### src/rtl/rr_arb_2to1.sv
// ----------------------------------------------------------------------------
// rr_arb_2to1
//   Upstream/select stage for the 2:1 mux datapath. Two valid/ready requesters
//   are arbitrated round-robin. The winning word is registered into a single
//   output slot. sel_o is the matching select for the downstream mux
//   (0 = a, 1 = b). Each input also has a saturating counter of accepted words.
//
// Parameters
//   WIDTH  data width of the a/b/y words
//   CNT_W  width of each saturating grant counter
//
// Ports
//   clk        rising-edge clock
//   reset      synchronous, active-high reset
//   a_valid_i  requester A has a word        a_data_i  requester A word
//   a_ready_o  A word accepted this cycle
//   b_valid_i  requester B has a word        b_data_i  requester B word
//   b_ready_o  B word accepted this cycle
//   y_valid_o  output slot holds a word      y_data_o  registered winning word
//   y_ready_i  consumer takes y_data_o this cycle
//   sel_o      source of y_data_o (0 = a, 1 = b)
//   a_cnt_o    accepted-A count, saturating
//   b_cnt_o    accepted-B count, saturating
// ----------------------------------------------------------------------------
module rr_arb_2to1 #(
    parameter int WIDTH = 8,
    parameter int CNT_W = 8
) (
    input  logic             clk,
    input  logic             reset,
    input  logic             a_valid_i,
    input  logic [WIDTH-1:0] a_data_i,
    output logic             a_ready_o,
    input  logic             b_valid_i,
    input  logic [WIDTH-1:0] b_data_i,
    output logic             b_ready_o,
    output logic             y_valid_o,
    output logic [WIDTH-1:0] y_data_o,
    input  logic             y_ready_i,
    output logic             sel_o,
    output logic [CNT_W-1:0] a_cnt_o,
    output logic [CNT_W-1:0] b_cnt_o
);

    // The state encoding is the output-valid flag itself.
    typedef enum logic {
        ST_EMPTY = 1'b0,
        ST_FULL  = 1'b1
    } state_t;

    state_t           r_state;
    logic             r_last;     // 1: B had the last grant, so A wins the next tie
    logic [WIDTH-1:0] r_data;
    logic             r_sel;

    logic             w_load;
    logic             w_any;
    logic             w_grant_a;
    logic             w_grant_b;
    logic [1:0]       w_acc;      // [0] = A accepted, [1] = B accepted

    // The slot can take a new word when it is empty or being drained this cycle.
    assign w_load    = (r_state == ST_EMPTY) | y_ready_i;
    assign w_any     = a_valid_i | b_valid_i;
    assign w_grant_b = b_valid_i & (~a_valid_i | ~r_last);
    assign w_grant_a = a_valid_i & ~w_grant_b;

    // Readys are forced low while reset is asserted so nothing is accepted
    // in a cycle whose state update is discarded.
    assign a_ready_o = ~reset & w_load & w_grant_a;
    assign b_ready_o = ~reset & w_load & w_grant_b;
    assign w_acc     = {b_ready_o, a_ready_o};

    always_ff @(posedge clk) begin
        if (reset) begin
            r_state <= ST_EMPTY;
            r_data  <= '0;
            r_sel   <= 1'b0;
            r_last  <= 1'b1;
        end else if (w_load) begin
            if (w_any) begin
                r_state <= ST_FULL;
                r_data  <= w_grant_b ? b_data_i : a_data_i;
                r_sel   <= w_grant_b;
                r_last  <= w_grant_b;
            end else begin
                // Data and select are left as-is; they are don't-care while empty.
                r_state <= ST_EMPTY;
            end
        end
    end

    // One saturating counter per requester.
    genvar gi;
    generate
        for (gi = 0; gi < 2; gi++) begin : g_cnt
            logic [CNT_W-1:0] r_cnt;

            always_ff @(posedge clk) begin
                if (reset) begin
                    r_cnt <= '0;
                end else if (w_acc[gi] && (r_cnt != {CNT_W{1'b1}})) begin
                    r_cnt <= r_cnt + CNT_W'(1);
                end
            end
        end
    endgenerate

    assign y_valid_o = (r_state == ST_FULL);
    assign y_data_o  = r_data;
    assign sel_o     = r_sel;
    assign a_cnt_o   = g_cnt[0].r_cnt;
    assign b_cnt_o   = g_cnt[1].r_cnt;

endmodule
### config.mk
export PLATFORM = sky130hd
export DESIGN_NAME = rr_arb_2to1
export DESIGN_NICKNAME = d
export VERILOG_FILES = /design/src/rtl/rr_arb_2to1.sv
export SDC_FILE = /design/constraint.sdc
export NUM_CORES = 1
export LEC_CHECK = 0
export CAP_MARGIN = 5
export CORE_AREA = 2 2 69 71
export DETAILED_ROUTE_END_ITERATION = 16
export DIE_AREA = 0 0 71 73
export PLACE_DENSITY_LB_ADDON = 0.3
export RECOVER_POWER = 100
export SYNTH_ARGS = -nofsm -noshare
export SYNTH_HDL_FRONTEND = slang
export SYNTH_SLANG_ARGS = --single-unit
### constraint.sdc
create_clock -name clk -period 1.5 [get_ports clk]
set_clock_uncertainty 0.05 [all_clocks]
set_input_delay 0.225 -clock clk [delete_from_list [all_inputs] [get_ports clk]]
set_output_delay 0.225 -clock clk [all_outputs]
set_load 0.02 [all_outputs]
-- Word-level counts from Yosys, hierarchy flattened
Cells that the tools add are included.
W data, S select, Z words.
- flip-flop bits (word level): 27
- latch bits: 0
- bits in writable memories: 0
- ROM bits: 0
- input bits: 21
- output and inout bits: 28
- logic and storage cells: 28
- memories kept: 0
- add/sub/neg operators: 2
- $mul: 0
- divide/modulo/power cells: 0
- order comparisons: 0
- equal/unequal tests: 2
- shift-type cells: 0
- mux-type cells: 2
- bitwise gates (word level): 13
- reduce and logical (&&, ||, !) cells: 3
- operators by type and width (cell ; count):
    $add A8 B1 Y8 const B ; 2
    $ne A8 B8 Y1 const B ; 2
    $mux W8 ; 1
    $and A1 B1 Y1 ; 5
    $not A1 Y1 ; 5
    $or A1 B1 Y1 ; 3
    $logic_and A1 B1 Y1 ; 2
    $reduce_and A2 Y1 ; 1
    $mux W1 ; 1

-- Logic depth before layout (Yosys ltp)
Gate-level depths: netlist (run 1).
- depth after elaboration: 7
- gate-level depth with buffers: 6
- mapped depth without buffers: 5

-- Least setup slack after synthesis (run 1)
Ideal clock, no wire load.
- path kind: register -> register
- from: register g_cnt[0].r_cnt[0] (netlist: a_cnt_o[0])
- to: register g_cnt[0].r_cnt[5] (netlist: a_cnt_o[5])
- library setup time: 61 ps
- data arrival time: 1578 ps
- required time: 1389 ps
- path slack: -189 ps
- stages on the path, launching flop included: 7
- path buffers: 1
- clock period less this slack: 1689 ps
- path through: dfxtp_1 ha_1 and2_4 and3_4 buf_6 or4_1 nand2_1
- word-level cells in the longest chain between the ends: 2
- elaborated cells between the ends (all ways): 3
- those cells by class: add/sub: 1; eq/ne: 1; reduce/logical: 1
- RTL lines (element ; line ; text):
    start, declared ; 97 ; logic [CNT_W-1:0] r_cnt;
    start signal, assigned ; 103 ; r_cnt <= r_cnt + CNT_W'(1);
    branches (longest 2 deep; another with $add A8 B1 Y8) ; n/a ;
Parallel ways; which one is timed is not known.
A chain may end at the register's enable or synchronous reset.

-- Worst setup path in the final report (run 1)
- from: register g_cnt[0].r_cnt[1] (netlist: a_cnt_o[1])
- to: register g_cnt[0].r_cnt[4] (netlist: a_cnt_o[4])
The elaborated chain is that of the path after synthesis.

==> results by stage, run 1 <==
Run status:
- The flow ran to the end, but the final reports show violations.
- The checks that failed: setup timing.

Logic synthesis:
- After synthesis, the most frequently instantiated cells are sky130_fd_sc_hd__dfxtp_1, sky130_fd_sc_hd__nor2_1, sky130_fd_sc_hd__a21oi_1.
- The area of the mapped netlist is between 0.001 and 0.0015 sq mm.
- The post-synthesis cell type count is 38.
- Among all flip-flop cells after synthesis, the most frequent one is sky130_fd_sc_hd__dfxtp_1.
- Sorting the synthesized cells by area gives the leading types as sky130_fd_sc_hd__dfxtp_1, sky130_fd_sc_hd__mux2i_1, sky130_fd_sc_hd__a211oi_1.
- The warning count from the yosys run is 0.
- The instance count of the mapped netlist is 150.
- The net count of the mapped netlist is ~170.
- The share of the synthesized area in the top cell type is between 40% and 50%.
- In the synthesized netlist the async set-or-reset flop fraction comes to 0%.
- Yosys mapped a number of flops with a built-in enable equal to 0.
- Summed over all instances, the cell type with the most area after synthesis is sky130_fd_sc_hd__dfxtp_1.
- Synthesis inferred 27 register bits.
- In this run the mean area of a mapped cell was just under 9 sq um.
- The most numerous cell in the Yosys netlist is sky130_fd_sc_hd__dfxtp_1.
- After synthesis, flip-flops and latches occupy between 40 and 50% of the total area.

Worst setup path:
- The capture point of the worst reg-to-reg path is a_cnt_o[4].
- Traced cell by cell, the critical path runs through ha_4 -> and2_4 -> and3_4 -> or4_4 -> a21oi_2.
- The buffering stage count on the worst path with inverters included is 0.
- For the worst setup path, the data required time is 1.66 ns.
- The delay of the slowest cell on the worst path is 0.42 ns.
- The logic depth of the worst setup path including buffers is 5.
- For flop-to-flop paths, the worst setup slack is -0.04 ns.
- The worst-path cell with the longest stage delay is sky130_fd_sc_hd__or4_4.
- The worst setup path is captured at a flip-flop.
- The worst setup path is launched from a flip-flop.
- The reg-to-reg startpoint is a_cnt_o[1].
- The dominant delay contributor by cell family on the critical path is simple AND/OR/NAND/NOR gates.
- Measured in cells, the most critical reg-to-reg path has a length of 5.
- Data on the critical path arrives at its endpoint at ~1.7 ns.
- In this run the worst setup path begins at a_cnt_o[1].
- In this run the worst setup path terminates at a_cnt_o[4].
- The category of the critical setup timing path is flip-flop to flip-flop.
- The maximum fanout encountered on the critical timing path is 11.

Finish:
- For this run, the post-layout net count is between 200 and 250.
- The signed area change from the synthesized netlist to the final layout is 57.6%.
- Once layout is done, the placed cells without fillers occupy roughly 0.002 sq mm.
- The fraction of final layout cells sized beyond drive strength 1 is roughly a fifth.
- The count of filler cells inserted in the layout is approximately 460.
- The number of diodes added for antenna fixing is 0.

STA:
- For the finished layout, the period the worst path requires is 1.54 ns.
- The worst hold margin is ~0.42 ns.
- The final period utilization is 102%.
- The count of final hold-check violations is 0.
- For the pin with the worst max-slew slack, the measured transition is 0.301 ns.
- The count of final max-slew check failures was 0.
- Setup repair after global routing could not meet its margin everywhere.
- The number of endpoints failing setup at the final stage is 2.
- The worst relative slew slack is 79.7%.
- For this run, the top clock speed supported by timing is 0.651 GHz.
- The final critical-path setup slack is -0.0372 ns.

Flow run:
- Max-cap violations in this run came to 0.

Detailed routing:
- The detail route stage leaves a number of antenna-violating nets equal to 0.
- The total detailed-routing wirelength is ~3400 um.
- Using the TritonRoute via totals, the vias-per-cell ratio works out to 5.15.
- The vias after detailed routing is 1395.
- The first-pass detailed-route iteration total is 4.
- The number of remaining DRC errors is 0.
- The wire length per cell is 12.5 um.
- For this block, the initial DRC count from the detailed router was between 50 and 60.

Clocking:
- The longest clock path from root to sink contains 2 buffers.
- The number of buffers created by CTS is 3.
- The maximum level of the CTS H-tree is 1.
- The hold buffer count at cts is 0.
- The clock tree from TritonCTS is done.
- The clock-pin slew of the registers on the worst-case setup and hold paths is roughly 0.090 ns.
- Clock tree synthesis found a total of 27 sinks.
- The clock insertion delay at the later pin of the skew report is approximately 0.27 ns.
- The buffer cell driving the clock tree root is sky130_fd_sc_hd__clkbuf_8.

Power and ir drop:
- The combinational power share is 20.5%.
- The standby leakage power is 0.856 nW.
- The internal power of the cells is between 1 and 1.5 mW.
- Per report_power, the clock group accounts for between 20% and 30% of the total.
- The part of the power in registers is approximately 52%.
- The analysis attributes to net switching a power of a little under 400 uW.
- The power per cell area is roughly 720 mW/mm^2.
- IR analysis of the VDD net gives a maximum drop of 263 uV.
- The total power is roughly 1.5 mW.
- In this run switching power makes up 26.3% of total power.

Global route:
- The global-route usage over all layers is 13.4%.
- The first-pass GRT wire length is approximately 5700 um.
- The maximum number of pins on one net before global-route repair is 23.
- The number of antenna violations at the first check in global routing came to 0.
- The total overflow left after global routing is 0.
- The via count of the first global-routing pass was 1265.

Place:
- The HPWL after detailed placement is roughly 2400 um.
- The instance area after placement is around 0.002 sq mm.
- The final weighted congestion in routability-driven placement is between 0.8 and 0.9.
- Input and output buffers added on the ports amount to 48.

Floorplan:
- The core box area is between 0.004 and 0.005 sq mm.
- The floorplan step defined a die boundary enclosing approximately 0.0052 sq mm.
- The row count is 25.
- The die height is between 70 and 80 um.
- The floorplan die width is between 70 and 80 um.
- The initial utilization of the core area, before any placement, comes to ~29%.
- The number of I/O pins is 49.

Min path:
- The min-delay analysis places its worst path in the category flip-flop to flip-flop.
==> worst reg2reg max path, stage by stage, from the launching register on <==
cell and delay, ns:
sky130_fd_sc_hd__dfxtp_4 0.36, sky130_fd_sc_hd__ha_4 0.15, sky130_fd_sc_hd__and2_4 0.16, sky130_fd_sc_hd__and3_4 0.20, sky130_fd_sc_hd__or4_4 0.42, sky130_fd_sc_hd__a21oi_2 0.13
==> power groups by stage <==
stage	Sequential [mW]	Combinational (mW)	Clock, mW
CTS	0.767	0.296	0.449
global route	0.771	0.333	0.473
floorplan	0.817	0.100	0
global placement	0.781	0.313	0
finish	0.765	0.305	0.414
detailed placement	0.782	0.313	0
==> final cells by class <==
| cell class | count | area (sq um) | share of cell area [%] |
|---|---|---|---|
| Multi-Input combinational cell | 110 | 746 | 36.4 |
| Timing Repair Buffer | 70 | 618 | 30.2 |
| Sequential cell | 27 | 549 | 26.8 |
| Tap cell | 54 | 67.6 | 3.30 |
| Clock buffer | 4 | 45.0 | 2.20 |
| Inverter | 6 | 22.5 | 1.10 |
==> registers in the layout (all words and copies together), names as in the netlist <==
signal / flops
a_cnt_o: 8
b_cnt_o: 8
r_last: 1
sel_o: 1
y_data_o: 8
y_valid_o: 1
==> cells by family (layout without fill, tap and decap cells) <==
| kind of cell | count (synthesis) | count (layout) | synth area share (%) |
|---|---|---|---|
| and+or+nand+nor | 55 | 55 | 23.2 |
| DFF | 27 | 27 | 41.6 |
| AOI/OAI and AO/OA | 45 | 45 | 22.2 |
| muxes | 8 | 8 | 6.16 |
| adders and majority gates | 2 | 2 | 1.92 |
| buffers and inverters | 13 | 80 | 4.91 |
==> worst min path at each step <==
stage	start	endpoint	slack, ns	cells after the start
after floorplan	reset	a_cnt_o[6]	0.25	1
after global placement	sel_o	sel_o	0.40	2
after detailed placement	sel_o	sel_o	0.41	2
after CTS	sel_o	sel_o	0.43	2
after global routing	sel_o	sel_o	0.46	2
final	sel_o	sel_o	0.42	2
==> placed cells by master, fill, tap and decap left out, drive strengths merged, types with 3 or more instances in the layout <==
cell / synthesis / final
nand2: 7 / 7
clkdlybuf4s50: 0 / 16
mux2i: 8 / 8
nand4: 4 / 4
dfxtp: 27 / 27
clkbuf: 2 / 6
o21ai: 9 / 9
a211oi: 10 / 10
nor3: 6 / 6
a21oi: 13 / 13
dlygate4sd2: 0 / 30
and3: 4 / 4
o311ai: 3 / 3
nor4: 3 / 3
nor2: 14 / 14
buf: 5 / 22
inv: 5 / 5
nand3: 5 / 5
==> timing repair <==
item	in CTS	in global routing
gates resized for setup	41	12
buffers inserted	2	2
endpoints found under the setup margin	32	12
pin swaps	2	6
==> per-layer routing <==
metal / track usage, % / vias up / part of all wire [%] / wire length [um]
li1: - / 702 / - / -
met1: 17.6 / 645 / 47 / 1590
met2: 21.9 / 42 / 46 / 1560
met3: 2.90 / 6 / 5.5 / 185
met4: 4.40 / 0 / 1.5 / 52
met5: 0 / - / 0 / 0
==> metrics by stage <==
stage	setup TNS (ns)	utilization, %	cells	setup WS (ns)
6_report	-0.0441	45.2	271	-0.0372
3_5_place_dp	-6.13	43.5	263	-0.464
4_1_cts	-0.0972	44.2	269	-0.0611
2_1_floorplan	-0.0178	-	150	-0.0129
3_3_place_gp	-5.88	43.5	263	-0.463
5_1_grt	-0.532	45.2	271	-0.0897
(Power assumes the default switching activity.)
==> inputs of run 2 (changes only) <==
Settings changed: CAP_MARGIN 5 to default.
==> results of run 2 <==
Same layout as run 1: the final DEF is identical, and so are final timing and power.
==> inputs of run 3 (changes only) <==
Clock period 1.5 ns to 1.68 ns, I/O delays scaled along.
==> results by stage, run 3 (synthesis results as in run 1) <==
Run status:
- The run finished with clean final reports.

Finish:
- Leaving out filler cells and counting taps, the final layout contains between 200 and 300.
- The top cell types in the final layout, fill and taps aside, are sky130_fd_sc_hd__dfxtp_1, sky130_fd_sc_hd__clkdlybuf4s50_1, sky130_fd_sc_hd__buf_4, sky130_fd_sc_hd__nor2_1, sky130_fd_sc_hd__a21oi_1.
- Relative to the synthesized area, the layout overhead comes to 52.7%.
- Of the cells placed in the final design, the portion with a size suffix greater than 1 is 16.5%.
- The finished cells cover roughly 0.002 sq mm.
- The number of diodes added for antenna fixing is 0.
- Cells fill around 44% of the core in the end.
- The net total in the final layout is 242.

Clocking:
- The clock tree from TritonCTS is done.
- The number of sinks handled by clock tree synthesis is 27.
- The clock insertion delay at the later pin of the skew report is 0.27 ns.
- After clock tree synthesis, the clock-pin slew on the worst setup and hold paths is roughly 0.1 ns.
- The number of buffers created by CTS is 3.
- The buffer cell driving the clock tree root is sky130_fd_sc_hd__clkbuf_8.
- The number of buffers on the longest clock path is 2.
- Buffers inserted to repair hold after CTS numbered 0.
- CTS built an H-tree with a depth of 1.

Floorplan:
- The die area is around 0.0052 sq mm.
- After floorplanning, the core was divided into 25 placement rows.
- The die is between 70 and 80 um wide.
- The die height is 73 um.
- The effective utilization at floorplan is roughly 29%.
- 49 I/O pins were placed.
- The floorplan step defined a core boundary enclosing between 0.004 and 0.005 sq mm.

STA:
- Derived from the worst setup path, the maximum achievable clock frequency is between 0.6 and 0.7 GHz.
- Of the available clock period, the critical path in the final layout requires between 90% and 100%.
- The total negative slack for setup checks is 0 ns.
- Setup repair after global routing could not meet its margin everywhere.
- Setup violations remaining at the end of the flow were counted as 0.
- The post-route minimum period is approximately 1.6 ns.
- The count of final hold-check violations is 0.
- The count of final max-slew check failures was 0.
- The slew at the pin closest to its max-slew limit is 0.305 ns.
- The worst pin sits at a relative slew slack of between 70% and 80%.

Detailed routing:
- The average vias per placed instance is approximately 5.
- The vias after detailed routing is between 1000 and 1500.
- The first-pass detailed-route iteration total is 4.
- The total detailed-routing wirelength is between 3000 and 4000 um.
- In this run the remaining antenna-violating nets after routing total 0.
- Dividing the detail-routed wire length by the instance count gives between 10 and 15 um.
- In the routed design, unresolved DRC markers number 0.
- For this block, the initial DRC count from the detailed router was 94.

Flow run:
- The max-cap violation count is 0.

Place:
- Buffers placed on the I/O ports in this run total 48.
- The final weighted congestion in routability-driven placement is around 0.9.
- Counting tap cells, the placed design contains a total of 263 instances.
- The instance area after placement is just under 0.002 sq mm.
- The HPWL after detailed placement is roughly 2400 um.

Power and ir drop:
- The power per cell area is ~670 mW/mm^2.
- Power comes to approximately 1.3 mW.
- IR analysis of the VDD net gives a maximum drop of approximately 390 uV.
- The standby leakage power is ~0.77 nW.

Worst setup path:
- The slowest stage of the critical path belongs to the cell sky130_fd_sc_hd__clkdlybuf4s50_1.
- Counting both buffers and inverters, the worst setup path holds a total of 1.
- Along the worst path, the maximum fanout reaches 6.
- The sort of element at the start of the critical path is a flip-flop.
- The critical path required time is around 1.4 ns.
- The category of the critical setup timing path is flip-flop to output pin.
- The endpoint arrival time on the critical path is between 1 and 1.5 ns.
- The element type at the critical path end is an output pin.
- The kind of cell with the highest combined delay along the critical path is buffers and inverters.
- The signal on the critical path passes through clkdlybuf4s50_1.
- On the worst path, the slowest cell contributes a delay of approximately 0.63 ns.

Global route:
- For this run the aggregate overflow at the end of global routing stands at 0.
- Global routing used 13.8% of the available tracks.
- The number of antenna violations at the first check in global routing is 0.
- The via count of the first global-routing pass was 1257.
- Entering global routing, the biggest net connects 22 pins.
- The first-pass GRT wire length is 5810 um.

Min path:
- The worst hold path class is input pin to flip-flop.
-- run 3: changes by cell type in the layout (fill, tap and decap cells not counted), moves of 3 or more --
cell / previous run / this run
sky130_fd_sc_hd__clkdlybuf4s50_1: 16 / 25
sky130_fd_sc_hd__buf_6: 3 / 0
sky130_fd_sc_hd__dlygate4sd2_1: 30 / 0
sky130_fd_sc_hd__dlygate4sd3_1: 0 / 10
sky130_fd_sc_hd__dlymetal6s2s_1: 0 / 4
sky130_fd_sc_hd__clkbuf_1: 2 / 10
-- run 3: layout make-up --
| cell class | count | area, sq um |
|---|---|---|
| Timing Repair Buffer | 71 | 602 |
| Fill cell | 456 | 2550 |
| Clock buffer | 3 | 41.3 |
| Multi-Input combinational cell | 110 | 704 |
| Sequential cell | 27 | 543 |
| Inverter | 6 | 22.5 |
| Tap cell | 54 | 67.6 |
| Clock inverter | 1 | 5.00 |
-- run 3: power breakdown --
| group | switching, mW | total, mW | internal (mW) |
|---|---|---|---|
| registers | 0.0150 | 0.683 | 0.668 |
| clock network | 0.207 | 0.373 | 0.166 |
| logic | 0.127 | 0.269 | 0.142 |
| total | 0.349 | 1.33 | 0.976 |
-- run 3: timing repair --
action                     CTS  global route
gates cloned                 1             0
gates resized for setup     10            14
setup buffers                3             1
pin swaps                    3             3
setup endpoints to repair    3            12
-- run 3: final timing paths --
path,start,end,slack (ns),cells past startpoint
worst max-delay path,b_cnt_o[0],b_cnt_o[0],0.05,1
worst max register to register,a_cnt_o[0],a_cnt_o[4],0.07,5
worst min-delay path,reset,a_cnt_o[4],0.26,3
worst min register to register,sel_o,sel_o,0.42,2
-- run 3: metal layers --
metal	up-vias	global-route usage, %	wire [um]
met5	-	0	0
met4	0	5.03	29
met3	2	3.18	213
met2	41	21.0	1520
met1	609	19.0	1580
li1	710	-	-
-- run 3: stage by stage --
| stage | hold WS (ns) | setup WS, ns |
|---|---|---|
| floorplan | 0.274 | 0.0165 |
| global placement | 0.398 | -0.340 |
| detailed placement | 0.408 | -0.358 |
| CTS | 0.423 | -0.0000427 |
| global route | 0.290 | -0.0349 |
| finish | 0.265 | 0.0526 |
